==> src/rtl/rr_arbiter4_pkg.sv <==
// Shared types and constants for the 4-way round-robin arbiter.
// Holds the FSM encoding, requester count, index/counter widths and the grant decoder.
package rr_arbiter4_pkg;

  localparam int unsigned REQ_N = 4;
  localparam int unsigned IDX_W = 2;
  localparam int unsigned CNT_W = 8;

  typedef enum logic {
    ST_IDLE = 1'b0,
    ST_BUSY = 1'b1
  } state_e;

  // 2-to-4 one-hot decode of a requester index
  function automatic logic [REQ_N-1:0] idx_to_onehot(input logic [IDX_W-1:0] idx);
    return REQ_N'(1) << idx;
  endfunction

endpackage

==> src/rtl/rr_arbiter4_if.sv <==
// Request/grant bundle between the requesters and the arbiter.
// The master side drives req/done; the slave side (arbiter) returns the grant.
interface rr_arbiter4_if;
  import rr_arbiter4_pkg::*;

  logic [REQ_N-1:0] req;
  logic [REQ_N-1:0] done;
  logic [REQ_N-1:0] gnt;
  logic [IDX_W-1:0] gnt_idx;
  logic             gnt_valid;
  logic             timeout;

  modport master (
    output req,
    output done,
    input  gnt,
    input  gnt_idx,
    input  gnt_valid,
    input  timeout
  );

  modport slave (
    input  req,
    input  done,
    output gnt,
    output gnt_idx,
    output gnt_valid,
    output timeout
  );

endinterface

==> src/rtl/rr_pick.sv <==
// Combinational round-robin selector: first set request after `last`, wrapping.
// Scan order is last+1, last+2, last+3, last (all modulo 4).
module rr_pick
  import rr_arbiter4_pkg::*;
(
  input  logic [REQ_N-1:0] req,
  input  logic [IDX_W-1:0] last,
  output logic [IDX_W-1:0] pick_idx,
  output logic             pick_valid
);

  logic [IDX_W-1:0] cand;

  // Walk from the farthest offset down so the nearest candidate wins.
  always_comb begin
    pick_idx   = '0;
    pick_valid = 1'b0;
    cand       = '0;
    for (int k = int'(REQ_N); k >= 1; k--) begin
      cand = last + IDX_W'(k);
      if (req[cand]) begin
        pick_idx   = cand;
        pick_valid = 1'b1;
      end
    end
  end

endmodule

==> src/rtl/rr_arbiter4.sv <==
// Four-requester round-robin arbiter with a hold-time limit and forced revoke.
// IDLE picks the next requester; BUSY holds the grant until done, request drop or timeout.
module rr_arbiter4
  import rr_arbiter4_pkg::*;
#(
  parameter int unsigned MAX_HOLD = 16
) (
  input  logic         CLK,
  input  logic         Reset,
  rr_arbiter4_if.slave bus
);

  localparam logic [CNT_W-1:0] HOLD_MAX = CNT_W'(MAX_HOLD);

  state_e           state_q,     state_d;
  logic [IDX_W-1:0] idx_q,       idx_d;
  logic [IDX_W-1:0] last_q,      last_d;
  logic [CNT_W-1:0] cnt_q,       cnt_d;
  logic [REQ_N-1:0] gnt_q,       gnt_d;
  logic             gnt_valid_q, gnt_valid_d;
  logic             timeout_q,   timeout_d;

  logic [IDX_W-1:0] pick_idx;
  logic             pick_valid;
  logic             holder_done_c;
  logic             holder_req_c;
  logic             at_max_c;

  rr_pick u_pick (
    .req        (bus.req),
    .last       (last_q),
    .pick_idx   (pick_idx),
    .pick_valid (pick_valid)
  );

  assign holder_done_c = bus.done[idx_q];
  assign holder_req_c  = bus.req[idx_q];
  assign at_max_c      = (cnt_q == HOLD_MAX);

  // Next-state and next-output computation
  always_comb begin
    state_d     = state_q;
    idx_d       = idx_q;
    last_d      = last_q;
    cnt_d       = cnt_q;
    gnt_d       = gnt_q;
    gnt_valid_d = gnt_valid_q;
    timeout_d   = 1'b0;

    unique case (state_q)
      ST_IDLE: begin
        if (pick_valid) begin
          state_d     = ST_BUSY;
          idx_d       = pick_idx;
          cnt_d       = CNT_W'(1);
          gnt_d       = idx_to_onehot(pick_idx);
          gnt_valid_d = 1'b1;
        end
      end
      ST_BUSY: begin
        if (holder_done_c || !holder_req_c || at_max_c) begin
          state_d     = ST_IDLE;
          last_d      = idx_q;
          cnt_d       = '0;
          gnt_d       = '0;
          gnt_valid_d = 1'b0;
          // A release via done on the limit edge is not a forced revoke.
          timeout_d   = at_max_c && !holder_done_c;
        end else begin
          cnt_d = cnt_q + CNT_W'(1);
        end
      end
      default: begin
        state_d = ST_IDLE;
      end
    endcase
  end

  // Reset parks last at 3 so requester 0 has first priority.
  always_ff @(posedge CLK or posedge Reset) begin
    if (Reset) begin
      state_q     <= ST_IDLE;
      idx_q       <= '0;
      last_q      <= IDX_W'(REQ_N - 1);
      cnt_q       <= '0;
      gnt_q       <= '0;
      gnt_valid_q <= 1'b0;
      timeout_q   <= 1'b0;
    end else begin
      state_q     <= state_d;
      idx_q       <= idx_d;
      last_q      <= last_d;
      cnt_q       <= cnt_d;
      gnt_q       <= gnt_d;
      gnt_valid_q <= gnt_valid_d;
      timeout_q   <= timeout_d;
    end
  end

  assign bus.gnt       = gnt_q;
  assign bus.gnt_idx   = idx_q;
  assign bus.gnt_valid = gnt_valid_q;
  assign bus.timeout   = timeout_q;

endmodule

==> src/flat_wrapper.sv <==
// flat-port wrapper written by rule: the top's interface ports become plain ports
module rr_arbiter4_flat import rr_arbiter4_pkg::*;
#(
  parameter int unsigned MAX_HOLD = 16
)
  (CLK, Reset, bus_req, bus_done, bus_gnt, bus_gnt_idx, bus_gnt_valid, bus_timeout);
  rr_arbiter4_if bus_i ();
  input  logic CLK;
  input  logic Reset;
  input wire logic [$bits(bus_i.req)-1:0] bus_req;
  input wire logic [$bits(bus_i.done)-1:0] bus_done;
  output wire logic [$bits(bus_i.gnt)-1:0] bus_gnt;
  output wire logic [$bits(bus_i.gnt_idx)-1:0] bus_gnt_idx;
  output wire logic [$bits(bus_i.gnt_valid)-1:0] bus_gnt_valid;
  output wire logic [$bits(bus_i.timeout)-1:0] bus_timeout;
  assign bus_i.req = bus_req;
  assign bus_i.done = bus_done;
  assign bus_gnt = bus_i.gnt;
  assign bus_gnt_idx = bus_i.gnt_idx;
  assign bus_gnt_valid = bus_i.gnt_valid;
  assign bus_timeout = bus_i.timeout;
  rr_arbiter4 #(.MAX_HOLD(MAX_HOLD)) u_core (.CLK(CLK), .Reset(Reset), .bus(bus_i));
endmodule
==> config.mk <==
export PLATFORM = sky130hd
export DESIGN_NAME = rr_arbiter4_flat
export DESIGN_NICKNAME = d
export VERILOG_FILES = /design/src/rtl/rr_arbiter4_pkg.sv /design/src/rtl/rr_arbiter4_if.sv /design/src/rtl/rr_pick.sv /design/src/rtl/rr_arbiter4.sv /design/src/flat_wrapper.sv
export SDC_FILE = /design/constraint.sdc
export NUM_CORES = 1
export LEC_CHECK = 0
export ABC_AREA = 1
export CAP_MARGIN = 20
export CORE_MARGIN = 1.5
export CORE_UTILIZATION = 55
export CTS_BUF_LIST = sky130_fd_sc_hd__clkbuf_4
export DETAILED_ROUTE_END_ITERATION = 16
export DONT_BUFFER_PORTS = 1
export GPL_TIMING_DRIVEN = 0
export PLACE_DENSITY = 0.66
export SLEW_MARGIN = 40
export SYNTH_ARGS = -nofsm -noshare
export SYNTH_HDL_FRONTEND = slang
export SYNTH_SLANG_ARGS = --single-unit
==> constraint.sdc <==
create_clock -name CLK -period 4.1 [get_ports CLK]
set_input_delay 0.615 -clock CLK [delete_from_list [all_inputs] [get_ports CLK]]
set_output_delay 0.615 -clock CLK [all_outputs]
set_load 0.01 [all_outputs]
==> impl_metrics.env <==
export IMPL_p_sw_w=0.000517
export IMPL_vias=1086
export IMPL_pin_count=18
export IMPL_dp_worst_setup_slack_ps=2370
export IMPL_avgSynthCellArea_um2=7.28
export IMPL_wire_per_inst_um=12.9
export IMPL_portBuffers=0
export IMPL_fin_worst_skew_ps=5.91
export IMPL_syn_nets=181
export IMPL_min_path_type="in -> async"
export IMPL_vias_per_cell=5.43
export IMPL_grt_max_degree=20
export IMPL_ant_nets=0
export IMPL_cp_end_kind="register"
export IMPL_drcViolationCount=0
export IMPL_internal_power_w=0.000469
export IMPL_critPathKind="reg -> reg"
export IMPL_regToRegStartpoint="u_core.bus.gnt_idx[0]$_DFFE_PP0P_"
export IMPL_crit_chain="buf_2, inv_1, nand2_1, nand3_1, nand2_1, nand3_1, nand2_1, o21ai_0"
export IMPL_reg2reg_setup_slack_ps=2350
export IMPL_die_area_mm2=0.00253
export IMPL_coreArea_mm2=0.00204
export IMPL_finalHoldViolCount=0
export IMPL_maxCapViolations=0
export IMPL_clock_latency_ps=300
export IMPL_tightest_slew_ps=699
export IMPL_crit_fanout=9
export IMPL_die_y_um=50.3
export IMPL_gp_congestion=0.954
export IMPL_initial_utilization_pct=60.2
export IMPL_synth_distinct_cells=28
export IMPL_netlist_instances=169
export IMPL_grt_pass1_wl_um=4560
export IMPL_cts_buffers=3
export IMPL_drv_slew=0
export IMPL_die_w_um=50.3
export IMPL_place_hpwl_um=2070
export IMPL_syn_area_mm2=0.00123
export IMPL_power_leakage_nw=0.679
export IMPL_critPathLaunchType="register"
export IMPL_ys_ff_latch=19
export IMPL_critPathMaxStageDelay_ps=430
export IMPL_power_frac_comb_pct=58.8
export IMPL_power_frac_seq_pct=31.4
export IMPL_drive_gt1_share_pct=12.1
export IMPL_clockBufferDepth=2
export IMPL_grt_pass1_vias=1087
export IMPL_fin_crit_ps=1750
export IMPL_drt_iter0_drc=32
export IMPL_grt_overflow=0
export IMPL_final_setup_tns_ps=0
export IMPL_slowest_stage="dfrtp_1"
export IMPL_finalPower_w=0.000986
export IMPL_slew_headroom_pct=53.3
export IMPL_setup_viol=0
export IMPL_yosys_warnings=0
export IMPL_peakVddDrop_mv=0.550
export IMPL_antenna_cells=0
export IMPL_r2r_cells=8
export IMPL_required_ps=4320
export IMPL_wl_um=2580
export IMPL_p_clk_share_pct=9.8
export IMPL_cp_common_cell="nand2_1"
export IMPL_cts_tree="yes"
export IMPL_cts_sinks=19
export IMPL_clkSlewWorstSetupHoldPaths_ps=110
export IMPL_power_density_mw_per_mm2=764
export IMPL_placementRows=16
export IMPL_period_share_pct=42.7
export IMPL_fin_nets=186
export IMPL_root_buffer="clkbuf_4"
export IMPL_cts_setup_buffers=0
export IMPL_globalRouteTotalUtil_pct=23.5
export IMPL_grt_antenna_before_repair=0
export IMPL_r2r_end="u_core.last_q[0]$_DFFE_PP1P_"
export IMPL_layout_common_cells="58 x nand2_1, 21 x nand3_1, 20 x inv_1"
export IMPL_arrival_ps=1970
export IMPL_setup_ws_ps=2350
export IMPL_status="finished, final reports clean"
export IMPL_timing_fmax_mhz=572
export IMPL_first_pass_iters=4
export IMPL_yosysSeqAreaShare_pct=38.9
export IMPL_rsz0062_at_grt="no"
export IMPL_areaGrowthSynthToFinish_pct=4.98
export IMPL_layout_commonest_cell="nand2_1"
export IMPL_hold_buffers=0
export IMPL_h_tree_depth=1
export IMPL_post_cts_resized=0
export IMPL_switching_share_pct=52.4
## synthesized netlist by cell type, drive strengths merged
master,n,area (um2)
nand2,64,270
inv,22,82.6
nand3,22,123
dfrtp,17,425
nor2,12,63.8
o21ai,8,43.8
nand4,4,25.0
o22ai,3,18.8
xor2,3,26.3
buf,2,16.3
dfstp,2,52.6
ha,2,25.0
o211ai,2,15.0
a21oi,1,5.00
nand3b,1,7.51
nor3,1,5.00
o21bai,1,7.51
or2,1,8.76
xnor2,1,8.76
## layer usage
layer	vias to the layer above	part of all wire (%)	global-route usage [%]
li1	550	-	-
met1	486	46	32.3
met2	45	46	38.4
met3	5	6.8	4.17
met4	0	1.2	6.31
met5	-	0	0
## layout make-up
class | instances | area, um2
clock buffer | 3 | 22.5
inverter | 22 | 82.6
multi-input combinational | 126 | 653
sequential | 19 | 478
fill | 196 | 751
clock inverter | 1 | 5.00
tap | 27 | 33.8
buffer | 2 | 16.3
## power groups by stage
stage                     combinational (W)  clock (W)  sequential (W)
final                              0.000580  0.0000971        0.000310
after detailed placement           0.000576          0        0.000313
after floorplan                    0.000471          0        0.000300
after global placement             0.000553          0        0.000310
after global routing               0.000666   0.000105        0.000320
after CTS                          0.000580  0.0000976        0.000310
## worst max-delay path, delay by kind of cell (launching register included)
| family | cells | cell delay, ps |
|---|---|---|
| and+or+nand+nor | 5 | 650 |
| DFF | 1 | 430 |
| buffers and inverters | 2 | 310 |
| AOI/OAI and AO/OA | 1 | 280 |
## cell families (layout without fill, tap and decap cells)
group,count (synthesis),count (layout),share of synthesized area [%]
xor gates and xnor gates,4,4,2.85
adders and majority gates,2,2,2.03
AOI/OAI and AO/OA,15,15,7.32
DFF,19,19,38.9
buffers and inverters,24,28,8.04
and+or+nand+nor,105,105,40.9
## metrics by stage
| stage | hold WS [ps] | util (%) | cells | area, um2 |
|---|---|---|---|---|
| after global routing | 348 | 63.2 | 200 | 1290 |
| after detailed placement | 521 | 61.9 | 196 | 1260 |
| after CTS | 325 | 63.2 | 200 | 1290 |
| final | 291 | 63.2 | 200 | 1290 |
| after floorplan | 498 | - | 169 | 1230 |
| after global placement | 516 | 61.9 | 196 | 1260 |
## registers in the layout (all words and copies together) (netlist names)
| register | cells |
|---|---|
| u_core.bus.timeout | 1 |
| u_core.bus.gnt_idx | 2 |
| u_core.state_q | 1 |
| u_core.cnt_q | 8 |
| u_core.bus.gnt | 4 |
| u_core.bus.gnt_valid | 1 |
| u_core.last_q | 2 |
## worst max-delay path by stage
stage / depth (start not counted) / from / slack (ps) / end
after floorplan: 9 / bus_req[0] / 2610 / u_core.bus.gnt[0]$_DFFE_PP0P_
after detailed placement: 8 / u_core.bus.gnt_idx[0]$_DFFE_PP0P_ / 2370 / u_core.last_q[0]$_DFFE_PP1P_
final: 8 / u_core.bus.gnt_idx[0]$_DFFE_PP0P_ / 2350 / u_core.last_q[0]$_DFFE_PP1P_
after global placement: 11 / u_core.last_q[0]$_DFFE_PP1P_ / 2490 / u_core.bus.gnt[2]$_DFFE_PP0P_
after CTS: 8 / u_core.bus.gnt_idx[0]$_DFFE_PP0P_ / 2340 / u_core.last_q[0]$_DFFE_PP1P_
after global routing: 8 / u_core.bus.gnt_idx[0]$_DFFE_PP0P_ / 2150 / u_core.last_q[0]$_DFFE_PP1P_
Power figures use the tool's default switching activity.
